[src/rtl/scroll_pkg.sv]
// Shared definitions for the scrolling keypad display controller:
// FSM encoding, keypad command codes and the rotating window helper.
package scroll_pkg;

  typedef enum logic [1:0] {
    ST_ENTRY  = 2'd0,
    ST_SCROLL = 2'd1,
    ST_PAUSE  = 2'd2
  } state_t;

  localparam int unsigned DIGITS = 8;

  localparam logic [3:0] KEY_START = 4'hA;
  localparam logic [3:0] KEY_PAUSE = 4'hB;
  localparam logic [3:0] KEY_BKSP  = 4'hC;
  localparam logic [3:0] KEY_CLEAR = 4'hF;

  function automatic logic key_is_digit(input logic [3:0] code);
    return code <= 4'h9;
  endfunction

  // Four consecutive digits starting at ptr, wrapping 7->0, via a doubled-word shift.
  function automatic logic [15:0] window_at(input logic [31:0] num, input logic [2:0] ptr);
    logic [63:0] rot;
    rot = {num, num} << {ptr, 2'b00};
    return rot[63:48];
  endfunction

endpackage

[src/rtl/key_sync_edge.sv]
// Two-flop synchronizer for the keypad bus plus strobe rising-edge detection.
// The event is combinational from synchronized state so it acts on the 3rd edge.
module key_sync_edge (
  input  logic       clk_i,
  input  logic       rst_ni,
  input  logic [4:0] key_i,
  output logic       key_evt_o,
  output logic [3:0] key_code_o
);

  logic [4:0] sync1_q;
  logic [4:0] sync2_q;
  logic       prev_q;
  logic [1:0] vld_q;
  logic       armed_q;

  // armed_q needs a genuine low strobe after reset, so a key held through reset is not an event.
  always_ff @(posedge clk_i or negedge rst_ni) begin
    if (!rst_ni) begin
      sync1_q <= '0;
      sync2_q <= '0;
      prev_q  <= 1'b0;
      vld_q   <= '0;
      armed_q <= 1'b0;
    end else begin
      sync1_q <= key_i;
      sync2_q <= sync1_q;
      prev_q  <= sync2_q[4];
      vld_q   <= {vld_q[0], 1'b1};
      armed_q <= armed_q | (vld_q[1] & ~sync2_q[4]);
    end
  end

  assign key_evt_o  = sync2_q[4] & ~prev_q & armed_q;
  assign key_code_o = sync2_q[3:0];

endmodule

[src/rtl/scroll_ctrl.sv]
// Keypad number entry (8 BCD digits) with a timed scrolling 4-digit window,
// pause/resume, backspace and clear.
module scroll_ctrl
  import scroll_pkg::*;
#(
  parameter int unsigned SCROLL_DIV = 33_333_333
) (
  input  logic        clk100mhz,
  input  logic        clr,
  input  logic [4:0]  key_in,
  output logic [31:0] number,
  output logic [15:0] window,
  output logic [3:0]  digit_cnt,
  output logic [1:0]  state,
  output logic        full
);

  localparam int unsigned TW = $clog2(SCROLL_DIV);
  localparam logic [TW-1:0] TICK_LAST = TW'(SCROLL_DIV - 1);

  logic       key_evt;
  logic [3:0] key_code;

  key_sync_edge u_key (
    .clk_i      (clk100mhz),
    .rst_ni     (clr),
    .key_i      (key_in),
    .key_evt_o  (key_evt),
    .key_code_o (key_code)
  );

  state_t          state_q, state_d;
  logic [31:0]     number_q, number_d;
  logic [3:0]      cnt_q, cnt_d;
  logic [2:0]      ptr_q, ptr_d;
  logic [TW-1:0]   tick_q, tick_d;
  logic [15:0]     window_q, window_d;
  logic            full_q, full_d;
  logic            clear_evt, pause_evt, start_ok, cnt_full;

  assign cnt_full  = (cnt_q == 4'(DIGITS));
  assign clear_evt = key_evt && (key_code == KEY_CLEAR);
  assign pause_evt = key_evt && (key_code == KEY_PAUSE);
  assign start_ok  = key_evt && (key_code == KEY_START) && cnt_full;

  always_ff @(posedge clk100mhz or negedge clr) begin
    if (!clr) state_q <= ST_ENTRY;
    else      state_q <= state_d;
  end

  always_comb begin
    state_d = state_q;
    if (clear_evt) begin
      state_d = ST_ENTRY;
    end else begin
      case (state_q)
        ST_ENTRY:  if (start_ok)  state_d = ST_SCROLL;
        ST_SCROLL: if (pause_evt) state_d = ST_PAUSE;
        ST_PAUSE:  if (pause_evt) state_d = ST_SCROLL;
        default:                  state_d = ST_ENTRY;
      endcase
    end
  end

  // A pause event takes priority over the terminal count: pointer and counter both hold.
  always_comb begin
    number_d = number_q;
    cnt_d    = cnt_q;
    ptr_d    = ptr_q;
    tick_d   = tick_q;
    if (clear_evt) begin
      number_d = '0;
      cnt_d    = '0;
      ptr_d    = '0;
      tick_d   = '0;
    end else begin
      case (state_q)
        ST_ENTRY: begin
          if (key_evt) begin
            if (key_is_digit(key_code) && !cnt_full) begin
              number_d = {number_q[27:0], key_code};
              cnt_d    = cnt_q + 4'd1;
            end else if ((key_code == KEY_BKSP) && (cnt_q != '0)) begin
              number_d = {4'h0, number_q[31:4]};
              cnt_d    = cnt_q - 4'd1;
            end else if (start_ok) begin
              ptr_d  = '0;
              tick_d = '0;
            end
          end
        end
        ST_SCROLL: begin
          if (!pause_evt) begin
            if (tick_q == TICK_LAST) begin
              tick_d = '0;
              ptr_d  = ptr_q + 3'd1;
            end else begin
              tick_d = tick_q + TW'(1);
            end
          end
        end
        default: ;
      endcase
    end
    full_d   = (cnt_d == 4'(DIGITS));
    window_d = (state_q == ST_ENTRY) ? number_q[15:0] : window_at(number_q, ptr_q);
  end

  always_ff @(posedge clk100mhz or negedge clr) begin
    if (!clr) begin
      number_q <= '0;
      cnt_q    <= '0;
      ptr_q    <= '0;
      tick_q   <= '0;
      window_q <= '0;
      full_q   <= 1'b0;
    end else begin
      number_q <= number_d;
      cnt_q    <= cnt_d;
      ptr_q    <= ptr_d;
      tick_q   <= tick_d;
      window_q <= window_d;
      full_q   <= full_d;
    end
  end

  assign number    = number_q;
  assign window    = window_q;
  assign digit_cnt = cnt_q;
  assign state     = state_q;
  assign full      = full_q;

endmodule

[config.mk]
export PLATFORM = sky130hd
export DESIGN_NAME = scroll_ctrl
export DESIGN_NICKNAME = d
export VERILOG_FILES = /design/src/rtl/scroll_pkg.sv /design/src/rtl/key_sync_edge.sv /design/src/rtl/scroll_ctrl.sv
export SDC_FILE = /design/constraint.sdc
export NUM_CORES = 1
export LEC_CHECK = 0
export ABC_AREA = 1
export BUFFER_PORTS_ARGS = -buffer_cell sky130_fd_sc_hd__buf_2
export CORE_ASPECT_RATIO = 1.75
export CORE_UTILIZATION = 45
export DETAILED_ROUTE_END_ITERATION = 6
export GPL_ROUTABILITY_DRIVEN = 0
export HOLD_SLACK_MARGIN = 0.06
export PLACE_DENSITY = 0.69
export SYNTH_ARGS = -nofsm -noshare
export SYNTH_HDL_FRONTEND = slang
export SYNTH_SLANG_ARGS = --single-unit
[constraint.sdc]
create_clock -name clk100mhz -period 2.2 [get_ports clk100mhz]
set_clock_uncertainty 0.2 [all_clocks]
set_input_delay 0.22 -clock clk100mhz [delete_from_list [all_inputs] [get_ports clk100mhz]]
set_output_delay 0.22 -clock clk100mhz [all_outputs]
set_load 0.05 [all_outputs]
; Yosys cells after proc, flatten, opt, wreduce, memory -nomap -nowiden
; Index checks and enable logic that the tools add are counted.
[totals]
ff_bits = 97
latch_bits = 0
mem_bits_rw = 0
romBits = 0
input_bits = 7
output_inout_bits = 55
wordCells = 90
memories = 0
[op_classes]
add_sub_neg = 4
n_mul = 0
div_mod_pow = 0
order_cmp = 1
eq_ne = 17
shifts = 1
n_mux = 32
n_bitwise = 6
reduce_logical = 17
[op_table]
columns = op, count
row1 = $mux W25, 7
row2 = $mux W32, 5
row3 = $shl A64 B5 Y64, 1
row4 = $pmux W25 S2, 1
row5 = $add A25 B1 Y25 const B, 1
row6 = $eq A25 B25 Y1 const B, 1
row7 = $eq A4 B4 Y1 const B, 6
row8 = $ne A3 B3 Y1 const B, 8
row9 = $mux W3, 7
row10 = $mux W4, 5
row11 = $mux W16, 1
row12 = $mux W2, 4
row13 = $reduce_and A7 Y1, 1
row14 = $logic_and A1 B1 Y1, 6
row15 = $pmux W2 S3, 1
row16 = $pmux W3 S2, 1
row17 = $reduce_and A3 Y1, 2
row18 = $reduce_and A6 Y1, 1
row19 = $reduce_bool A3 Y1, 2
row20 = $add A4 B1 Y4 const B, 1
row21 = $le A4 B4 Y1 const B, 1
row22 = $reduce_bool A2 Y1, 2
row23 = $reduce_bool A4 Y1, 1
row24 = $sub A4 B1 Y4 const B, 1
row25 = 8 further kinds, 11

; Logic depth before layout (Yosys ltp)
; Gate-level depths: netlist (run 1).
[depth]
ltp_word = 11
mapped_depth = 12
mapped_depth_nobuf = 12

; Modules after synthesis
; A second synthesis (run 1) with hierarchy kept.
[hier_totals]
hier_cells = 831
hier_area_um2 = 5890.6
[by_module_without_submodules]
columns = mod, n_inst, cells_per_inst, area_per_inst_um2, seq_area_each_um2
row1 = scroll_ctrl, 1, 806, 5481.5, 2077.0
row2 = key_sync_edge, 1, 25, 409.1, 350.3

; Least setup slack after synthesis (run 1)
; No wires, ideal clock.
[synth_path]
path_type = register to register
startpoint = register cnt_q[0], in the netlist digit_cnt[0]
endpoint = register number_q[5], in the netlist number[5]
setup_ps = 132
arrival_ps = 1842
t_required_ps = 1868
path_slack_ps = 26
stages_incl_launch_ff = 9
period_less_slack_ps = 2174
path_cell_list = dfrtp_1 -> inv_1 -> ha_1 -> nand3_1 -> nand2_2 -> buf_2 -> clkbuf_1 -> o2111ai_1 -> o21ai_0
[synth_between]
elab_chain_cells = 7
word_cells_on_any_way = 11
[synth_rtl]
columns = item, line
row1 = start: declaration, scroll_ctrl.sv:34  ; logic [3:0] cnt_q, cnt_d;
row2 = start signal: assignment, scroll_ctrl.sv:119  ; cnt_q <= cnt_d;
row3 = $eq A4 B4 Y1, scroll_ctrl.sv:41  ; assign cnt_full = (cnt_q == 4'(DIGITS));
row4 = $logic_not A1 Y1, scroll_ctrl.sv:80  ; if (key_is_digit(key_code) && !cnt_full) begin
row5 = $logic_and A1 B1 Y1, scroll_ctrl.sv:80
row6 = $mux W32, scroll_ctrl.sv:80
row7 = $mux W32, scroll_ctrl.sv:79  ; if (key_evt) begin
row8 = $mux W32, scroll_ctrl.sv:77  ; case (state_q)
row9 = $mux W32, scroll_ctrl.sv:71  ; if (clear_evt) begin
row10 = end signal: assignment, scroll_ctrl.sv:118  ; number_q <= number_d;
row11 = end: declaration, scroll_ctrl.sv:33  ; logic [31:0] number_q, number_d;
; Several ways; a longest one is shown, not always the timed one. The select of a mux whose other input is x is not followed.
; A chain may end at the register's enable or synchronous reset.

; Worst setup path after layout (run 1)
[layout_path]
startpoint = register cnt_q[0], in the netlist digit_cnt[0]
endpoint = register number_q[2], in the netlist number[2]
; The elaborated chain is that of the path after synthesis.

==> results of run 1 <==
through the flow:
stage / cell area (sq um) / setup TNS, ns / instances / util [%]
detailed placement: 6500 / 0 / 1040 / 50.5
global placement: 6500 / 0 / 1040 / 50.5
global route: 6890 / -0.0128 / 1062 / 53.5
floorplan: 5900 / 0 / 822 / -
finish: 6890 / 0 / 1062 / 53.5
CTS: 6880 / 0 / 1062 / 53.5
power by group through the flow:
stage | clock network [mW] | registers, mW | logic (mW)
after floorplan | 0 | 4.20 | 2.55
after global placement | 0 | 2.78 | 5.31
after detailed placement | 0 | 2.77 | 5.34
after CTS | 1.77 | 2.74 | 5.37
after global routing | 1.84 | 2.80 | 5.84
final | 1.73 | 2.74 | 5.35
layout make-up:
type | count | area [sq um]
timing repair buffer | 97 | 668
sequential | 97 | 2430
inverter | 84 | 320
clock buffer | 9 | 225
tap | 171 | 214
multi-input combinational | 597 | 2930
clock inverter | 7 | 101
fill | 1266 | 5980
kinds of logic after synthesis:
logic type	Yosys count	synth area share [%]
XOR/XNOR	10	1.48
AO/OA/AOI/OAI	166	16.8
flip-flops	97	41.1
adder cells (fa/ha/maj)	5	1.06
buffers and inverters	128	9.28
AND/OR/NAND/NOR	415	30.2
other	1	0.0635
repair_timing:
| action | in CTS | in global routing |
|---|---|---|
| gates resized for setup | 0 | 1 |
| endpoints found under the setup margin | 0 | 1 |
| endpoints found under the hold margin | 102 | 0 |
| hold buffers | 6 | 0 |
path summary, 6_finish.rpt:
path / start / to / slack, ns / cells after the start
max in group asynchronous: clr / number[5] / 1.06 / 3
min: clr / tick_q[3] / 0.12 / 2
max reg2reg: digit_cnt[0] / number[2] / 0.13 / 8
min in group clk100mhz: u_key.sync1_q[0] / u_key.sync2_q[0] / 0.15 / 0
max: digit_cnt[0] / number[2] / 0.13 / 8
min reg2reg: u_key.sync1_q[0] / u_key.sync2_q[0] / 0.15 / 0
registers in the layout, indices dropped and copies added, names as in the netlist, 2 cells and up:
name and cells:
tick_q 25, digit_cnt 4, window 16, u_key.sync1_q 5, number 32, u_key.sync2_q 5
ptr_q 3, u_key.vld_q 2, state 2
per-layer routing:
| layer | share of wire (%) | global-route usage, % |
|---|---|---|
| met2 | 51 | 42.4 |
| met3 | 3.7 | 2.58 |
| met4 | 4.6 | 14.2 |
| met5 | 0 | 0 |
| met1 | 41 | 31.6 |
placed cells by master, fill, tap and decap left out, types with 9 or more instances in the layout:
cell type / instances
nand2_1: 223
dfrtp_1: 97
nor2_1: 82
inv_1: 80
o21ai_0: 74
nand3_1: 62
buf_2: 60
o211ai_1: 26
buf_4: 25
nand4_1: 21
a21oi_1: 19
o2111ai_1: 16
a31oi_1: 15
xor2_1: 10
clkbuf_16: 9
==> tab_implementation.tex, run 1 <==
\begin{tabular}{lr}
\hline
Metric & Value \\
\hline
\multicolumn{2}{l}{\textbf{Yosys}} \\
Sequential element share of the synthesized area & 41.1\% \\
Post-synthesis instance area & 5900 sq um \\
Most instantiated flip-flop cell in the synthesis netlist & dfrtp\_1 \\
Main area contributors after synthesis & dfrtp\_1, nand2\_1, o21ai\_0, nand3\_1, nor2\_1 \\
Post-synthesis cell type with the largest combined area & dfrtp\_1 \\
Share of async-settable or async-resettable flops after synthesis & 100\% \\
Top-area cell type share of the netlist area & 41.1\% \\
Syn avg cell area & 7.18 sq um \\
Number of enable-type register cells in the synthesized netlist & 0 \\
Synthesized Nets & 834 \\
Most common cell in the synthesized netlist & nand2\_1 \\
Total of flip-flops plus latches after synthesis & 97 \\
Number of synthesis warnings & 0 \\
Unique cell type count in the Yosys netlist & 37 \\
Synth cell count leaders & nand2\_1, dfrtp\_1, nor2\_1, inv\_1, o21ai\_0 \\
Cell count after synthesis & 822 \\
\multicolumn{2}{l}{\textbf{Floorplanning}} \\
Y dimension of the die & 154 um \\
Core area & 12,900 sq um \\
Die Footprint & 13,600 sq um \\
Number of top-level pins & 62 \\
Die boundary width & 88.6 um \\
Effective utilization at floorplan & 45.9\% \\
Num rows & 55 \\
\multicolumn{2}{l}{\textbf{Setup path}} \\
Kind of launch point of the worst setup path & flop \\
Delay contributed by the slowest stage of the critical path & 0.38 ns \\
Worst Path Max Fanout & 53 \\
CP Buf/Inv Count & 2 \\
Data arrival time of the critical path & 2.08 ns \\
CP Class & flop to flop \\
Cell family with most CP delay & simple AND/OR/NAND/NOR gates \\
Highest-delay cell along the critical path & dfrtp\_1 \\
Crit. End Element & flop \\
Critical path cell sequence & inv\_1 > ha\_1 > nand3\_1 > nand2\_4 > buf\_12 > nand2\_1 > o2111ai\_1 > o21ai\_0 \\
Worst endpoint required time & 2.20 ns \\
\multicolumn{2}{l}{\textbf{Detailed routing}} \\
Post-detailed-routing wire length & 16,200 um \\
DRC errors left & 0 \\
Antenna violation net count after detailed routing & 0 \\
Routed wire per std cell & 15.2 um \\
Routed vias & 5,706 \\
Length of the first detailed-routing pass in iterations & 5 \\
DR vias/cell & 5.37 \\
Detailed Route Iter0 Violations & 278 \\
\multicolumn{2}{l}{\textbf{Final layout}} \\
Post-layout net count & 898 \\
Relative area change from synthesis to final layout & 16.7\% \\
Share of final-layout standard cells stronger than drive strength 1 & 14.7\% \\
Count of inserted antenna diode cells & 0 \\
\multicolumn{2}{l}{\textbf{Clock tree}} \\
Sinks on Clock Net & 97 \\
CTS tree & done \\
Cell at the root of the clock tree & clkbuf\_16 \\
Clk Latency, worst-skew pair & 0.34 ns \\
Maximum buffer depth of the clock tree & 2 \\
Post-CTS Setup Repair Bufs & 0 \\
H-Tree Depth & 3 \\
TritonCTS Buffers & 9 \\
CTS clk-pin slew, worst paths & 0.07 ns \\
\multicolumn{2}{l}{\textbf{Placed design}} \\
Placed wire-length estimate & 11,700 um \\
Port-buffer cells & 61 \\
Setup slack at placement & 0.159 ns \\
\multicolumn{2}{l}{\textbf{Power}} \\
Switching component of the power & 5.09 mW \\
Peak supply drop & 0.000800 V \\
Cell internal power dissipation & 4.74 mW \\
Power per cell area & 1430 nW/um\^{}2 \\
Power share of the combinational group & 54.5\% \\
Reg power frac & 27.9\% \\
Leakage & 3.20 nW \\
Total power after layout & 9.83 mW \\
Portion of total power attributed to the clock network & 17.6\% \\
Switching share of power & 51.8\% \\
\multicolumn{2}{l}{\textbf{STA}} \\
Rel. slew slack & 65.0\% \\
Worst hold slack after final layout & 0.117 ns \\
Number of failing hold endpoints at the final stage & 0 \\
Fraction of the cycle the final worst path needs & 94.2\% \\
Final worst slack & 0.127 ns \\
F\_max & 482 MHz \\
Slew Limit Fails & 0 \\
Number of setup violations in the final report & 0 \\
Worst Tran Pin Value & 0.524 ns \\
Min cycle time layout & 2.07 ns \\
\multicolumn{2}{l}{\textbf{Global route}} \\
First-pass GRT wire length & 26,800 um \\
Number of antenna violations at the first check in global routing & 0 \\
Maximum number of pins on one net before global-route repair & 66 \\
Number of global-route vias before repair & 5,539 \\
Aggregate global-route resource usage & 25.5\% \\
Global route overflow & 0 \\
\multicolumn{2}{l}{\textbf{Min path}} \\
Worst min-delay path category & primary input to asynchronous set/reset pin \\
\multicolumn{2}{l}{\textbf{Job}} \\
Max-cap violations & 0 \\
\multicolumn{2}{l}{\textbf{Outcome}} \\
Status & complete, no violations \\
\hline
\end{tabular}
No activity file was read; power rests on OpenSTA's default activity.
==> run 2, diff against run 1 <==
Settings changed: CELL_PAD_IN_SITES_DETAIL_PLACEMENT from default to 0, CELL_PAD_IN_SITES_GLOBAL_PLACEMENT from default to 1, CORE_UTILIZATION 45 to 43, PLACE_DENSITY 0.69 to 0.85.
==> run 2 against run 1 <==
  * Utilization down 2.4 points
  * Largest power group unchanged
  * Via count grew 3.9%
  * Global-route usage rose by 0.66 points
  * Setup slack worse by 0.014 ns
  * Cell area down 0.65%
  * Die area is 4.6% higher
==> tab_implementation.tex, run 2 (synthesis gave the netlist of run 1 again) <==
\begin{tabular}{lr}
\hline
Metric & Value \\
\hline
\multicolumn{2}{l}{\textbf{Outcome}} \\
Status & complete, no violations \\
\multicolumn{2}{l}{\textbf{Global route}} \\
First-pass GRT wire length & 29,200 um (+8.8\%) \\
Aggregate global-route resource usage & 26.1\% (+0.66 points) \\
Number of antenna violations at the first check in global routing & 0 (unchanged) \\
Maximum number of pins on one net before global-route repair & 66 (unchanged) \\
Global route overflow & 0 (unchanged) \\
Number of global-route vias before repair & 5,961 (+7.6\%) \\
\multicolumn{2}{l}{\textbf{Setup path}} \\
Critical path cell sequence & inv\_1 > ha\_1 > nand3\_1 > nand2\_2 > inv\_1 > nand2\_1 > nand2\_2 > nor2\_4 > buf\_4 > a21oi\_1 > nor2\_1 \\
Worst Path Max Fanout & 13 (-75\%) \\
Kind of launch point of the worst setup path & flop \\
CP Class & flop to flop \\
Highest-delay cell along the critical path & dfrtp\_1 \\
Data arrival time of the critical path & 2.16 ns (+0.08 ns) \\
Worst endpoint required time & 2.27 ns (+0.07 ns) \\
Crit. End Element & flop \\
Delay contributed by the slowest stage of the critical path & 0.38 ns (about the same) \\
\multicolumn{2}{l}{\textbf{Clock tree}} \\
CTS tree & done \\
H-Tree Depth & 3 (unchanged) \\
Maximum buffer depth of the clock tree & 2 (unchanged) \\
Clk Latency, worst-skew pair & 0.34 ns (about the same) \\
Sinks on Clock Net & 97 (unchanged) \\
CTS clk-pin slew, worst paths & 0.07 ns (about the same) \\
Cell at the root of the clock tree & clkbuf\_16 \\
Post-CTS Setup Repair Bufs & 0 (unchanged) \\
TritonCTS Buffers & 9 (unchanged) \\
\multicolumn{2}{l}{\textbf{Final layout}} \\
Count of inserted antenna diode cells & 0 (unchanged) \\
Most frequent cells in the layout & nand2\_1, dfrtp\_1, nor2\_1 \\
Max FFs per register & 32 (unchanged) \\
Number of inserted filler cells in the final layout & 1,361 (+7.5\%) \\
Relative area change from synthesis to final layout & 15.9\% \\
Final Cell Area & 6840 sq um (-0.65\%) \\
Share of final-layout standard cells stronger than drive strength 1 & 14.1\% (-0.56 points) \\
Post-layout net count & 891 (-0.78\%) \\
Most common library cell in the layout ignoring fill and taps & nand2\_1 \\
\multicolumn{2}{l}{\textbf{Detailed routing}} \\
DR vias/cell & 5.60 (+4.3\%) \\
DRC errors left & 0 (unchanged) \\
Routed vias & 5,928 (+3.9\%) \\
Detailed Route Iter0 Violations & 286 (+2.9\%) \\
Antenna violation net count after detailed routing & 0 (unchanged) \\
Length of the first detailed-routing pass in iterations & 5 (unchanged) \\
Post-detailed-routing wire length & 18,000 um (+11\%) \\
Routed wire per std cell & 17.0 um (+12\%) \\
\multicolumn{2}{l}{\textbf{Job}} \\
Max-cap violations & 0 (unchanged) \\
\multicolumn{2}{l}{\textbf{Placed design}} \\
Placed wire-length estimate & 13,100 um (+12\%) \\
Port-buffer cells & 61 (unchanged) \\
Area after DPL & 6420 sq um (-1.1\%) \\
\multicolumn{2}{l}{\textbf{STA}} \\
Min cycle time layout & 2.09 ns (+0.0140 ns) \\
Fraction of the cycle the final worst path needs & 94.9\% (+0.64 points) \\
Worst Tran Pin Value & 0.594 ns (+0.0701 ns) \\
Rel. slew slack & 60.4\% (-4.7 points) \\
Setup repair after global routing missed its margin & yes \\
Worst hold slack after final layout & 0.152 ns (+0.0353 ns) \\
Number of failing hold endpoints at the final stage & 0 (unchanged) \\
Slew Limit Fails & 0 (unchanged) \\
F\_max & 479 MHz (-0.67\%) \\
Number of setup violations in the final report & 0 (unchanged) \\
\multicolumn{2}{l}{\textbf{Power}} \\
Reg power frac & 27.5\% (-0.4 points) \\
Portion of total power attributed to the clock network & 18.3\% (+0.7 points) \\
Switching component of the power & 5.29 mW (+3.9\%) \\
Cell internal power dissipation & 4.83 mW (+1.9\%) \\
Switching share of power & 52.3\% (+0.47 points) \\
Leakage & 3.17 nW (-0.93\%) \\
Total power after layout & 10.1 mW (+3.0\%) \\
Power share of the combinational group & 54.3\% (-0.2 points) \\
Power per cell area & 1480 nW/um\^{}2 (+3.6\%) \\
Peak supply drop & 0.000897 V (+12\%) \\
\multicolumn{2}{l}{\textbf{Floorplanning}} \\
Y dimension of the die & 157 um (+2.3\%) \\
Die boundary width & 90.6 um (+2.2\%) \\
Effective utilization at floorplan & 44.1\% (-1.8 points) \\
Die Footprint & 14,200 sq um (+4.6\%) \\
Core area & 13,400 sq um (+4.0\%) \\
Number of top-level pins & 62 (unchanged) \\
Num rows & 56 (+1.8\%) \\
\multicolumn{2}{l}{\textbf{Min path}} \\
Worst min-delay path category & flop to flop \\
\hline
\end{tabular}
[run 2: worst max-delay path: cells and delay by family, from the launching register on]
| kind | cells | cell delay, ns |
|---|---|---|
| buffers and inverters | 3 | 0.42 |
| AND/OR/NAND/NOR | 6 | 0.75 |
| AO/OA/AOI/OAI | 1 | 0.08 |
| adder cells (fa/ha/maj) | 1 | 0.20 |
| flip-flops | 1 | 0.38 |
[run 2: metal layers]
metal / wire length, um / global-route usage [%] / up-vias
li1: - / - / 2841
met4: 1100 / 17.5 / 0
met2: 9540 / 49.0 / 178
met5: 0 / 0 / -
met1: 6690 / 26.9 / 2844
met3: 626 / 3.14 / 65
[run 2: what timing repair did]
item / 4_1_cts / 5_1_grt
endpoints found under the hold margin: 42 / 0
hold buffers: 6 / 0
resized for setup: 0 / 2
endpoints found under the setup margin: 0 / 12
[run 2: power groups by stage]
stage	clock network, mW	registers (mW)	logic (mW)
finish	1.85	2.78	5.49
global route	1.95	2.83	5.93
CTS	1.88	2.77	5.48
detailed placement	0	2.80	5.45
global placement	0	2.79	5.35
floorplan	0	4.20	2.55
[run 2: layout make-up]
type	count	area [sq um]	share of cell area, %
clock inverter	6	115	1.68
multi-input combinational	597	2930	42.8
sequential	97	2430	35.5
timing repair buffer	90	594	8.68
tap	174	218	3.18
clock buffer	10	239	3.49
inverter	84	320	4.68
[run 2: worst paths after layout]
kind	slack, ns	startpoint	cells after the start	to
worst max-delay path	0.11	digit_cnt[0]	11	tick_q[2]
worst min-delay path	0.15	u_key.vld_q[0]	0	u_key.vld_q[1]
min in group asynchronous	0.22	clr	2	tick_q[17]
max in group asynchronous	1.02	clr	3	number[26]
worst max register to register	0.11	digit_cnt[0]	11	tick_q[2]
worst min register to register	0.15	u_key.vld_q[0]	0	u_key.vld_q[1]
[run 2: through the flow]
| step | setup TNS (ns) | instances | util [%] | worst slack (ns) |
|---|---|---|---|---|
| after floorplan | 0 | 822 | - | 0.0262 |
| after global placement | 0 | 1036 | 48.0 | 0.233 |
| after detailed placement | 0 | 1036 | 48.0 | 0.0857 |
| after CTS | 0 | 1058 | 51.1 | 0.0817 |
| after global routing | -0.0149 | 1058 | 51.1 | -0.0149 |
| final | 0 | 1058 | 51.1 | 0.113 |
==> run 3, diff against run 2 <==
Settings changed: CORE_ASPECT_RATIO 1.75 to 1.2.
==> run 3 against run 2 <==
  * Clock-buffer cell count rose by 1
  * Cell count fell by 0.47%
  * Critical path depth did not move
  * Sequential power barely moved
  * Worst hold slack got worse by 0.0016 ns
  * Critical endpoint is now tick_q[20]
  * Global-route usage fell by 0.87 points
  * Clock power fell by 14%
  * First-iteration DRC count rose by 16%
  * Die area fell by 0.12%
==> tab_implementation.tex, run 3 (synthesis gave the netlist of run 1 again) <==
\begin{tabular}{lr}
\hline
Metric & Value \\
\hline
\multicolumn{2}{l}{\textbf{Detailed routing}} \\
Routed wire per std cell & 16.1 um (-5.0\%) \\
Antenna violation net count after detailed routing & 0 (unchanged) \\
DR vias/cell & 5.55 (-1.0\%) \\
Routed vias & 5,840 (-1.5\%) \\
Post-detailed-routing wire length & 17,000 um (-5.4\%) \\
Length of the first detailed-routing pass in iterations & 5 (unchanged) \\
DRC errors left & 0 (unchanged) \\
Detailed Route Iter0 Violations & 331 (+16\%) \\
\multicolumn{2}{l}{\textbf{Setup path}} \\
Data arrival time of the critical path & 2.16 ns (about the same) \\
Worst Path Max Fanout & 28 (+15) \\
Worst endpoint required time & 2.28 ns (about the same) \\
Cell family with most CP delay & simple AND/OR/NAND/NOR gates \\
Critical path cell sequence & inv\_1 > ha\_1 > nand3\_1 > inv\_1 > nand4\_1 > nand2\_4 > nand3\_2 > buf\_4 > nor2\_1 > nor2\_1 > nor2\_1 \\
Kind of launch point of the worst setup path & flop \\
Highest-delay cell along the critical path & dfrtp\_1 \\
Most repeated library cell on the critical path & nor2\_1 \\
CP Class & flop to flop \\
CP Buf/Inv Count & 3 (unchanged) \\
Crit. End Element & flop \\
Delay contributed by the slowest stage of the critical path & 0.39 ns (about the same) \\
\multicolumn{2}{l}{\textbf{Floorplanning}} \\
Y dimension of the die & 130 um (-17\%) \\
Die Footprint & 14,200 sq um (-0.12\%) \\
Effective utilization at floorplan & 44.4\% (+0.29 points) \\
Number of top-level pins & 62 (unchanged) \\
Num rows & 46 (-18\%) \\
Die boundary width & 109 um (+20\%) \\
Core area & 13,300 sq um (-0.65\%) \\
\multicolumn{2}{l}{\textbf{Global route}} \\
Aggregate global-route resource usage & 25.2\% (-0.87 points) \\
Maximum number of pins on one net before global-route repair & 66 (unchanged) \\
Number of global-route vias before repair & 5,631 (-5.5\%) \\
Global route overflow & 0 (unchanged) \\
Number of antenna violations at the first check in global routing & 0 (unchanged) \\
First-pass GRT wire length & 27,700 um (-5.0\%) \\
\multicolumn{2}{l}{\textbf{Min path}} \\
Worst min-delay path category & flop to flop \\
\multicolumn{2}{l}{\textbf{Power}} \\
Power per cell area & 1440 nW/um\^{}2 (-2.4\%) \\
Portion of total power attributed to the clock network & 16.2\% (-2.1 points) \\
Reg power frac & 28.2\% (+0.7 points) \\
Leakage & 3.14 nW (-0.92\%) \\
Switching share of power & 53.1\% (+0.78 points) \\
Cell internal power dissipation & 4.59 mW (-4.9\%) \\
Switching component of the power & 5.19 mW (-1.9\%) \\
Total power after layout & 9.78 mW (-3.3\%) \\
Peak supply drop & 0.00119 V (+33\%) \\
Power share of the combinational group & 55.6\% (+1.3 points) \\
\multicolumn{2}{l}{\textbf{Final layout}} \\
Number of inserted filler cells in the final layout & 1,327 (-2.5\%) \\
Post-layout net count & 892 (+0.11\%) \\
Final standard cell count with taps included and fillers excluded & 1,053 (-0.47\%) \\
Count of inserted antenna diode cells & 0 (unchanged) \\
Most common library cell in the layout ignoring fill and taps & nand2\_1 \\
Most frequent cells in the layout & nand2\_1, dfrtp\_1, nor2\_1 \\
Final Cell Area & 6780 sq um (-0.93\%) \\
Core occupancy in the finished layout & 51.0\% (-0.14 points) \\
Share of final-layout standard cells stronger than drive strength 1 & 13.9\% (-0.24 points) \\
Max FFs per register & 32 (unchanged) \\
Relative area change from synthesis to final layout & 14.9\% \\
\multicolumn{2}{l}{\textbf{Clock tree}} \\
CTS clk-pin slew, worst paths & 0.06 ns (about the same) \\
Maximum buffer depth of the clock tree & 2 (unchanged) \\
TritonCTS Buffers & 9 (unchanged) \\
Cell at the root of the clock tree & clkbuf\_16 \\
CTS tree & done \\
Sinks on Clock Net & 97 (unchanged) \\
Post-CTS Setup Repair Bufs & 0 (unchanged) \\
H-Tree Depth & 3 (unchanged) \\
Clk Latency, worst-skew pair & 0.35 ns (about the same) \\
\multicolumn{2}{l}{\textbf{Placed design}} \\
Placed wire-length estimate & 12,100 um (-7.7\%) \\
Area after DPL & 6420 sq um (unchanged) \\
Port-buffer cells & 61 (unchanged) \\
Placed cells & 1,031 (-0.48\%) \\
\multicolumn{2}{l}{\textbf{STA}} \\
Slew Limit Fails & 0 (unchanged) \\
Number of setup violations in the final report & 0 (unchanged) \\
Number of failing hold endpoints at the final stage & 0 (unchanged) \\
Min cycle time layout & 2.08 ns (-0.00615 ns) \\
Fraction of the cycle the final worst path needs & 94.6\% (-0.28 points) \\
Rel. slew slack & 60.1\% (-0.25 points) \\
Worst Tran Pin Value & 0.598 ns (+0.00380 ns) \\
Accumulated negative setup slack & 0 ns (unchanged) \\
F\_max & 481 MHz (+0.30\%) \\
\multicolumn{2}{l}{\textbf{Outcome}} \\
Status & complete, no violations \\
\multicolumn{2}{l}{\textbf{Job}} \\
Max-cap violations & 0 (unchanged) \\
\hline
\end{tabular}
-- run 3: changes by cell type in the layout (fill, tap and decap cells not counted), moves of 2 or more --
cell,change
bufinv_16,-2
clkbuf_1,+2
clkinv_2,+2
buf_4,+2
nand2_2,-2
-- run 3: final cells by class --
class	count	area [sq um]	area share, %
Clock buffer	11	233	3.43
Tap cell	168	210	3.10
Clock inverter	5	56.3	0.830
Timing Repair Buffer	91	598	8.82
Inverter	84	323	4.76
Sequential cell	97	2430	35.8
Multi-Input combinational cell	597	2930	43.3
-- run 3: timing repair --
item | CTS | global route
hold endpoints to repair | 43 | 0
hold buffers | 6 | 0
gates resized for setup | 0 | 2
endpoints found under the setup margin | 0 | 2
-- run 3: layer usage --
| metal | vias to the layer above | wire length, um | track usage, % | share of wire [%] |
|---|---|---|---|---|
| li1 | 2836 | - | - | - |
| met1 | 2819 | 7170 | 29.7 | 42 |
| met2 | 140 | 8550 | 44.4 | 50 |
| met3 | 45 | 641 | 4.25 | 3.8 |
| met4 | 0 | 626 | 12.1 | 3.7 |
| met5 | - | 0 | 0 | 0 |
-- run 3: power groups by stage --
stage | combinational [mW] | clock (mW) | sequential [mW]
after CTS | 5.44 | 1.61 | 2.75
after floorplan | 2.55 | 0 | 4.20
after global placement | 5.31 | 0 | 2.77
after detailed placement | 5.40 | 0 | 2.77
final | 5.44 | 1.59 | 2.76
after global routing | 5.92 | 1.68 | 2.82
-- run 3: path summary, 6_finish.rpt --
kind	from	end	slack [ns]	depth (start not counted)
min in group asynchronous	clr	window[5]	0.21	2
setup reg to reg	digit_cnt[1]	tick_q[20]	0.12	11
hold reg to reg	u_key.sync1_q[3]	u_key.sync2_q[3]	0.15	0
max in group asynchronous	clr	tick_q[15]	0.86	3
hold / removal	u_key.sync1_q[3]	u_key.sync2_q[3]	0.15	0
setup / recovery	digit_cnt[1]	tick_q[20]	0.12	11
-- run 3: stage by stage --
step / worst slack [ns] / hold slack, ns
2_1_floorplan: 0.0262 / -0.276
3_3_place_gp: 0.263 / 0.0367
3_5_place_dp: 0.193 / 0.0422
4_1_cts: 0.179 / 0.154
5_1_grt: -0.00201 / 0.158
6_report: 0.119 / 0.151
